<file path="src/rtl/axi_to_apb_bridge_if.sv">
// Bundle of the AXI write channels and APB master signals seen by the bridge.
// The slave modport is the bridge's view; master is the AXI-side driver.
interface axi_to_apb_bridge_if #(
  parameter int unsigned ADDR_WIDTH = 32,
  parameter int unsigned DATA_WIDTH = 32
);
  logic [ADDR_WIDTH-1:0] awaddr;
  logic                  awvalid;
  logic                  awready;
  logic [DATA_WIDTH-1:0] wdata;
  logic                  wvalid;
  logic                  wready;
  logic                  bvalid;
  logic                  bready;
  logic                  PSEL;
  logic                  PENABLE;
  logic                  PWRITE;
  logic [ADDR_WIDTH-1:0] PADDR;
  logic [DATA_WIDTH-1:0] PWDATA;

  modport master (
    output awaddr, awvalid, wdata, wvalid, bready,
    input  awready, wready, bvalid, PSEL, PENABLE, PWRITE, PADDR, PWDATA
  );

  modport slave (
    input  awaddr, awvalid, wdata, wvalid, bready,
    output awready, wready, bvalid, PSEL, PENABLE, PWRITE, PADDR, PWDATA
  );
endinterface

</file>
<file path="src/rtl/axi_to_apb_bridge.sv">
// Write-only bridge: one AW starts a fixed-length incrementing burst, each W beat
// becomes an APB setup+access pair, and a single B response closes the burst.
module axi_to_apb_bridge #(
  parameter int unsigned ADDR_WIDTH = 32,
  parameter int unsigned DATA_WIDTH = 32,
  parameter int unsigned BURST_LEN  = 4,
  parameter int unsigned ADDR_INC   = 4
) (
  input logic               clk,
  input logic               rst,
  axi_to_apb_bridge_if.slave bus
);

  localparam int unsigned CntW = (BURST_LEN > 1) ? $clog2(BURST_LEN) : 1;

  typedef enum logic [2:0] {StIdle, StWdata, StSetup, StAccess, StResp} state_e;

  state_e                state_q, state_d;
  logic [ADDR_WIDTH-1:0] addr_q, addr_d;
  logic [ADDR_WIDTH-1:0] paddr_q, paddr_d;
  logic [DATA_WIDTH-1:0] pwdata_q, pwdata_d;
  logic [CntW-1:0]       beat_q, beat_d;
  logic                  psel_q, psel_d;
  logic                  penable_q, penable_d;
  logic                  bvalid_q, bvalid_d;
  logic                  last_beat;

  assign last_beat = (beat_q == CntW'(BURST_LEN - 1));

  always_comb begin
    state_d     = state_q;
    addr_d      = addr_q;
    paddr_d     = paddr_q;
    pwdata_d    = pwdata_q;
    beat_d      = beat_q;
    psel_d      = psel_q;
    penable_d   = penable_q;
    bvalid_d    = bvalid_q;
    bus.awready = 1'b0;
    bus.wready  = 1'b0;
    unique case (state_q)
      StIdle: begin
        // Ready mirrors valid so it is never raised speculatively.
        bus.awready = bus.awvalid & ~rst;
        if (bus.awvalid) begin
          addr_d  = bus.awaddr;
          beat_d  = '0;
          state_d = StWdata;
        end
      end
      StWdata: begin
        bus.wready = bus.wvalid & ~rst;
        if (bus.wvalid) begin
          paddr_d   = addr_q;
          pwdata_d  = bus.wdata;
          psel_d    = 1'b1;
          penable_d = 1'b0;
          state_d   = StSetup;
        end
      end
      StSetup: begin
        penable_d = 1'b1;
        state_d   = StAccess;
      end
      StAccess: begin
        psel_d    = 1'b0;
        penable_d = 1'b0;
        addr_d    = addr_q + ADDR_WIDTH'(ADDR_INC);
        beat_d    = beat_q + CntW'(1);
        if (last_beat) begin
          bvalid_d = 1'b1;
          state_d  = StResp;
        end else begin
          state_d = StWdata;
        end
      end
      StResp: begin
        if (bus.bready) begin
          bvalid_d = 1'b0;
          state_d  = StIdle;
        end
      end
      default: state_d = StIdle;
    endcase
  end

  always_ff @(posedge clk) begin
    if (rst) begin
      state_q   <= StIdle;
      addr_q    <= '0;
      paddr_q   <= '0;
      pwdata_q  <= '0;
      beat_q    <= '0;
      psel_q    <= 1'b0;
      penable_q <= 1'b0;
      bvalid_q  <= 1'b0;
    end else begin
      state_q   <= state_d;
      addr_q    <= addr_d;
      paddr_q   <= paddr_d;
      pwdata_q  <= pwdata_d;
      beat_q    <= beat_d;
      psel_q    <= psel_d;
      penable_q <= penable_d;
      bvalid_q  <= bvalid_d;
    end
  end

  // Writes only, so PWRITE simply tracks PSEL.
  assign bus.PSEL    = psel_q;
  assign bus.PWRITE  = psel_q;
  assign bus.PENABLE = penable_q;
  assign bus.PADDR   = paddr_q;
  assign bus.PWDATA  = pwdata_q;
  assign bus.bvalid  = bvalid_q;

endmodule

</file>
<file path="src/flat_wrapper.sv">
// flat-port wrapper written by rule: the top's interface ports become plain ports
module axi_to_apb_bridge_flat 
#(
  parameter int unsigned ADDR_WIDTH = 32,
  parameter int unsigned DATA_WIDTH = 32,
  parameter int unsigned BURST_LEN  = 4,
  parameter int unsigned ADDR_INC   = 4
)
  (clk, rst, bus_awaddr, bus_awvalid, bus_wdata, bus_wvalid, bus_bready, bus_awready, bus_wready, bus_bvalid, bus_PSEL, bus_PENABLE, bus_PWRITE, bus_PADDR, bus_PWDATA);
  axi_to_apb_bridge_if #(.ADDR_WIDTH(ADDR_WIDTH), .DATA_WIDTH(DATA_WIDTH)) bus_i ();
  input logic clk;
  input logic rst;
  input wire logic [$bits(bus_i.awaddr)-1:0] bus_awaddr;
  input wire logic [$bits(bus_i.awvalid)-1:0] bus_awvalid;
  input wire logic [$bits(bus_i.wdata)-1:0] bus_wdata;
  input wire logic [$bits(bus_i.wvalid)-1:0] bus_wvalid;
  input wire logic [$bits(bus_i.bready)-1:0] bus_bready;
  output wire logic [$bits(bus_i.awready)-1:0] bus_awready;
  output wire logic [$bits(bus_i.wready)-1:0] bus_wready;
  output wire logic [$bits(bus_i.bvalid)-1:0] bus_bvalid;
  output wire logic [$bits(bus_i.PSEL)-1:0] bus_PSEL;
  output wire logic [$bits(bus_i.PENABLE)-1:0] bus_PENABLE;
  output wire logic [$bits(bus_i.PWRITE)-1:0] bus_PWRITE;
  output wire logic [$bits(bus_i.PADDR)-1:0] bus_PADDR;
  output wire logic [$bits(bus_i.PWDATA)-1:0] bus_PWDATA;
  assign bus_i.awaddr = bus_awaddr;
  assign bus_i.awvalid = bus_awvalid;
  assign bus_i.wdata = bus_wdata;
  assign bus_i.wvalid = bus_wvalid;
  assign bus_i.bready = bus_bready;
  assign bus_awready = bus_i.awready;
  assign bus_wready = bus_i.wready;
  assign bus_bvalid = bus_i.bvalid;
  assign bus_PSEL = bus_i.PSEL;
  assign bus_PENABLE = bus_i.PENABLE;
  assign bus_PWRITE = bus_i.PWRITE;
  assign bus_PADDR = bus_i.PADDR;
  assign bus_PWDATA = bus_i.PWDATA;
  axi_to_apb_bridge #(.ADDR_WIDTH(ADDR_WIDTH), .DATA_WIDTH(DATA_WIDTH), .BURST_LEN(BURST_LEN), .ADDR_INC(ADDR_INC)) u_core (.clk(clk), .rst(rst), .bus(bus_i));
endmodule
</file>
<file path="config.mk">
export PLATFORM = sky130hd
export DESIGN_NAME = axi_to_apb_bridge_flat
export DESIGN_NICKNAME = d
export VERILOG_FILES = /design/src/rtl/axi_to_apb_bridge_if.sv /design/src/rtl/axi_to_apb_bridge.sv /design/src/flat_wrapper.sv
export SDC_FILE = /design/constraint.sdc
export NUM_CORES = 1
export LEC_CHECK = 0
export CORE_MARGIN = 1
export CORE_UTILIZATION = 50
export DETAILED_ROUTE_END_ITERATION = 8
export GPL_TIMING_DRIVEN = 0
export PLACE_DENSITY_LB_ADDON = 0.05
export SYNTH_ARGS = -nofsm -noshare
export SYNTH_HDL_FRONTEND = slang
export SYNTH_SLANG_ARGS = --single-unit
export TNS_END_PERCENT = 5
</file>
<file path="constraint.sdc">
create_clock -name clk -period 4 [get_ports clk]
set_input_delay 1 -clock clk [delete_from_list [all_inputs] [get_ports clk]]
set_output_delay 1 -clock clk [all_outputs]
set_load 0.02 [all_outputs]
</file>
After elaboration in Yosys (flattened, before gate mapping) --
Index checks and enable logic that the tools add are counted.
Operators by class: div/mod/pow operators 0, equality and inequality tests 9, mux-type cells 18, shift-type cells 0, add/subtract/negate cells 2, reduce and logical (&&, ||, !) cells 11, multipliers 0, bitwise logic cells 3, order comparisons 0
Operators with widths (count):
- $pmux W32 S2 | 1
- $add A32 B3 Y32 const B | 1
- $mux W32 | 1
- $pmux W3 S5 | 1
- $mux W3 | 4
- $reduce_and A2 Y1 | 4
- $eq A3 B2 Y1 const B | 2
- $mux W1 | 6
- $ne A2 B2 Y1 const B | 3
- $reduce_and A3 Y1 | 2
- $reduce_bool A2 Y1 | 3
- $pmux W1 S2 | 2
- $pmux W2 S2 | 1
- $eq A3 B1 Y1 const B | 1
- $eq A3 B3 Y1 const B | 1
- $logic_not A3 Y1 | 1
- $pmux W1 S3 | 1
- $reduce_bool A3 Y1 | 1
- $add A2 B1 Y2 const B | 1
- $and A1 B1 Y1 | 2
- $eq A2 B2 Y1 const B | 1
- $mux W2 | 1
- $ne A2 B1 Y1 const B | 1
- $not A1 Y1 | 1
Storage, ports and cells: bits of input ports 69, RAM bits 0, memories 0, word-level logic and storage cells 51, output and inout bits 70, bits in read-only memories 0, bits in latches 0, flip-flop bits (word level) 104

Logic depth before layout (Yosys ltp) --
depth in word-level cells 3, gate-level depth with buffers 7, gate-level depth less buffers 5

Worst setup path after synthesis --
No wires, ideal clock.
path kind input to output, start input bus_awvalid, end output bus_awready, stages 4, path slack 0.784 ns, data required time 3.000 ns, buffers on the path 2, arrival 2.216 ns, cells stage by stage or4b_2 -> clkbuf_1 -> clkbuf_1 -> nor2_1
Between the ends: longest elaborated chain between the ends 2
Ends and longest elaborated chain:
- start, declared | RTL line flat_wrapper.sv:14 | input wire logic [$bits(bus_i.awvalid)-1:0] bus_awvalid;
- $and A1 B1 Y1 | RTL line axi_to_apb_bridge.sv:44 | bus.awready = bus.awvalid & ~rst;
- $mux W1 | RTL line axi_to_apb_bridge.sv:41 | unique case (state_q)
- end, declared | RTL line flat_wrapper.sv:18 | output wire logic [$bits(bus_i.awready)-1:0] bus_awready;
No other way between the ends.

Worst setup path after layout --
Same ends and word-level chain as after synthesis.

==> metrics.log <==
[metrics] run status: finished clean
[metrics] clock transition at the registers of the reported paths: 0.10 ns
[metrics] Async SR Flop Fraction: 0%
[metrics] residual overflow from global routing: 0
[metrics] Clock H-tree levels: 3
[metrics] kind of end point of the critical path: primary output
[metrics] fraction of synthesized area in multiplexers: less than 1%
[metrics] Syn Inst Count: around 560
[metrics] DR WL/cell: about 16 um
[metrics] Leakage Power: a little over 2 nW
[metrics] worst setup path start: bus_awvalid
[metrics] Boundary Pins: roughly 140
[metrics] final core utilization: 72.7%
[metrics] Die Width: between 90 and 100 um
[metrics] Critical Path AT: ~2.9 ns
[metrics] required time of the critical path: 3.00 ns
[metrics] post-placement cell count: 800
[metrics] cell type of the slowest stage on the worst timing path: or4b_4
[metrics] global-route usage over all layers: about 28%
[metrics] floorplan row count: 33
[metrics] worst vdd rail ir drop: 0.000254 V
[metrics] maximum frequency from static timing analysis: 257 MHz
[metrics] final worst-path cycle share: a little over nine tenths
[metrics] area fraction of the dominant cell type after synthesis: between 40 and 50%
[metrics] die area: just over 0.009 sq mm
[metrics] Synth Area in Simple Gates: about a quarter
[metrics] Hold/Removal Path Class: reg -> reg
[metrics] type of origin of the critical path: input port
[metrics] global placer's final weighted congestion: 0.862
[metrics] cell with the most instances on the worst path: clkdlybuf4s50_1
[metrics] slew at the pin with the worst max-slew slack: around 0.81 ns
[metrics] via count of the first global-routing pass: around 4,200
[metrics] final max-slew violation count: 0
[metrics] minimum hold slack: around 0.45 ns
[metrics] maximum buffer depth of the clock tree: 2
[metrics] dominant combinational cell family by area after synthesis: simple AND/OR/NAND/NOR gates
[metrics] first-pass GRT wire length: 19,800 um
[metrics] die outline height: 95.8 um
[metrics] most numerous cell types in the synthesized netlist: nand2_1, dfxtp_1, a21oi_1
[metrics] Root Buffer Master: clkbuf_8
[metrics] Via Count: about 4,600
[metrics] Post-Layout Cell Count: approximately 810
[metrics] remaining number of nets flagged by the antenna check after routing: 0
[metrics] net total in the final layout: about 780
[metrics] max-cap check violation count: 0
[metrics] Clock Skew: about 0.013 ns
[metrics] aggregate negative setup slack: 0 ns
[metrics] minimum clock period: around 3.9 ns
[metrics] setup repair after global routing missed its margin: no
[metrics] total core area: 0.00838 sq mm
[metrics] clock sink count: about 100
[metrics] number of design-rule violations left by the first detailed-router iteration: between 200 and 300
[metrics] biggest cell delay along the critical path: 0.61 ns
[metrics] adder and majority gate portion of the synthesized area: less than 1%
[metrics] Area contributors post-synth: dfxtp_1, nand2_1, a21oi_1
[metrics] number of clock buffers inserted by TritonCTS: 9
[metrics] antenna fix cells: 0
[metrics] cell type group with the largest total delay on the critical path: buffers and inverters
[metrics] Filler Cell Count: 688
[metrics] EDFF count, synth: 0
[metrics] TritonCTS clock tree: yes
[metrics] cell with the most instances after synthesis: nand2_1
[metrics] reg2reg start: u_core.state_q[2]
[metrics] path type of the worst setup path: in -> out
[metrics] Synth Warn #: 0
[metrics] synthesis-stage register bit count: approximately 100
[metrics] Max transition margin: ~46%
[metrics] Final Hold Violating Endpoints: 0
[metrics] library cell occupying the most area in the post-synthesis netlist: dfxtp_1
[metrics] wire length after detailed routing: between 10,000 and 15,000 um
[metrics] Buffers & Inverters on Critical Path: 2
[metrics] power density over cell area: about 360 mW/mm^2
[metrics] number of detailed-routing iterations run before antenna repair: 5
[metrics] area fraction in compound gates after synthesis: about a fifth
[metrics] number of setup violations in the final report: 0
[metrics] number of antenna violations at the first check in global routing: 0
[metrics] Post CTS Setup Buffer Count: 0
[metrics] Worst Path Max Fanout: 15
[metrics] mapped cell area: 0.00440 sq mm
[metrics] HPWL after detailed placement: between 9000 and 10,000 um
[metrics] hold path start: u_core.addr_q[1]
[metrics] CP Cell Sequence: clkdlybuf4s50_1, or4b_4, nor2_1, clkdlybuf4s50_1
[metrics] drc violations: 0
[metrics] maximum number of pins on one net before global-route repair: 18
[metrics] Syn-to-layout area delta: 38.5%
[metrics] sequential-to-total area share from yosys stat: approximately 47%
[metrics] quantity of I/O buffers inserted on ports: approximately 140
[metrics] ratio of cells with drive above 1 in the final layout: 4.23%
[metrics] net count after synthesis: about 630
[metrics] number of vias per cell: approximately 5.7
[metrics] number of distinct standard cells referenced by the synthesized netlist: between 50 and 60
[metrics] Worst-Skew Late Latency: 0.37 ns
[metrics] per-instance average area after synthesis: between 7 and 8 sq um
[metrics] effective utilization at floorplan: 52.5%
[metrics] post-synthesis share of cell area spent on xor and xnor gates: 0.995%
[metrics] Most used DFF post-synth: dfxtp_1
-- cells in the final DEF, fill, tap and decap left out, types with 3 or more instances in the layout --
| cell type | n |
|---|---|
| o311ai_0 | 4 |
| a21oi_1 | 96 |
| clkbuf_1 | 33 |
| buf_2 | 4 |
| nand3_1 | 14 |
| and4_1 | 6 |
| a311oi_1 | 5 |
| a211oi_1 | 3 |
| and2_1 | 3 |
| nand2_1 | 152 |
| inv_1 | 4 |
| a22oi_1 | 7 |
| o211ai_1 | 7 |
| and3_1 | 6 |
| o21bai_1 | 3 |
| o22ai_1 | 3 |
| clkbuf_8 | 9 |
| buf_1 | 4 |
| nor2_1 | 23 |
| mux2_2 | 3 |
| clkdlybuf4s50_1 | 137 |
| nor3_1 | 8 |
| a31oi_1 | 6 |
| nand4_1 | 8 |
| nor4_1 | 5 |
| xor2_1 | 3 |
| o21ai_0 | 5 |
| dfxtp_1 | 104 |
| nand2b_1 | 3 |
-- path summary, 6_finish.rpt --
check / end / slack (ns) / depth (start not counted)
worst max-delay path: bus_awready / 0.12 / 4
worst min-delay path: u_core.bus.PADDR[1] / 0.45 / 2
worst max register to register: u_core.addr_q[16] / 1.81 / 6
worst min register to register: u_core.bus.PADDR[1] / 0.45 / 2
-- metal layers --
metal / global-route usage [%] / part of all wire, %
met5: 0 / 0
met4: 12.3 / 2.5
met3: 4.74 / 7.5
met2: 45.5 / 48
met1: 36.6 / 42
-- final cells by class --
type / instances / area (sq um) / area share, %
multi-input combinational: 406 / 2130 / 35.0
clock buffer: 10 / 128 / 2.09
sequential: 104 / 2080 / 34.2
inverter: 4 / 15.0 / 0.246
buffer: 42 / 168 / 2.75
tap: 105 / 131 / 2.16
timing repair buffer: 137 / 1370 / 22.5
clock inverter: 6 / 68.8 / 1.13
-- cell families (layout without fill, tap and decap cells) --
| family | count (synthesis) | count (layout) |
|---|---|---|
| AO/OA/AOI/OAI | 149 | 149 |
| XOR/XNOR | 5 | 5 |
| adder cells (fa/ha/maj) | 2 | 2 |
| buffers and inverters | 48 | 199 |
| flip-flops | 104 | 104 |
| multiplexers | 4 | 4 |
| AND/OR/NAND/NOR | 246 | 246 |
-- tightest hold or removal path: cells and delay by family (launching register included) --
family | cells | cell delay [ns]
DFF | 1 | 0.32
and+or+nand+nor | 1 | 0.05
AOI/OAI and AO/OA | 1 | 0.05
-- state kept, by name (all words and copies together), names as in the netlist --
name and cells:
u_core.addr_q 32, u_core.bus.PSEL 1, u_core.state_q 3, u_core.bus.PWDATA 32, u_core.bus.PENABLE 1, u_core.bus.bvalid 1
u_core.bus.PADDR 32, u_core.beat_q 2
-- power by group --
part / internal [mW] / total, mW / switching (mW)
logic: 0.175 / 0.377 / 0.202
clock network: 0.293 / 0.668 / 0.375
registers: 1.09 / 1.14 / 0.0543
total: 1.56 / 2.19 / 0.631
-- what timing repair did --
action | in CTS | in global routing
hold buffers | 0 | 0
setup endpoints to repair | 1 | 0
hold endpoints to repair | 0 | 0
gates resized for setup | 1 | 0
-- metrics by stage --
stage | power, mW | worst slack [ns] | instance area [sq um]
3_5_place_dp | 1.54 | -0.387 | 5900
3_3_place_gp | 1.53 | -0.384 | 5900
5_1_grt | 2.28 | 0.0560 | 6090
6_report | 2.19 | 0.116 | 6090
4_1_cts | 2.19 | 0.120 | 6090
2_1_floorplan | 1.35 | 0.784 | 4400
(Power assumes the default switching activity.)
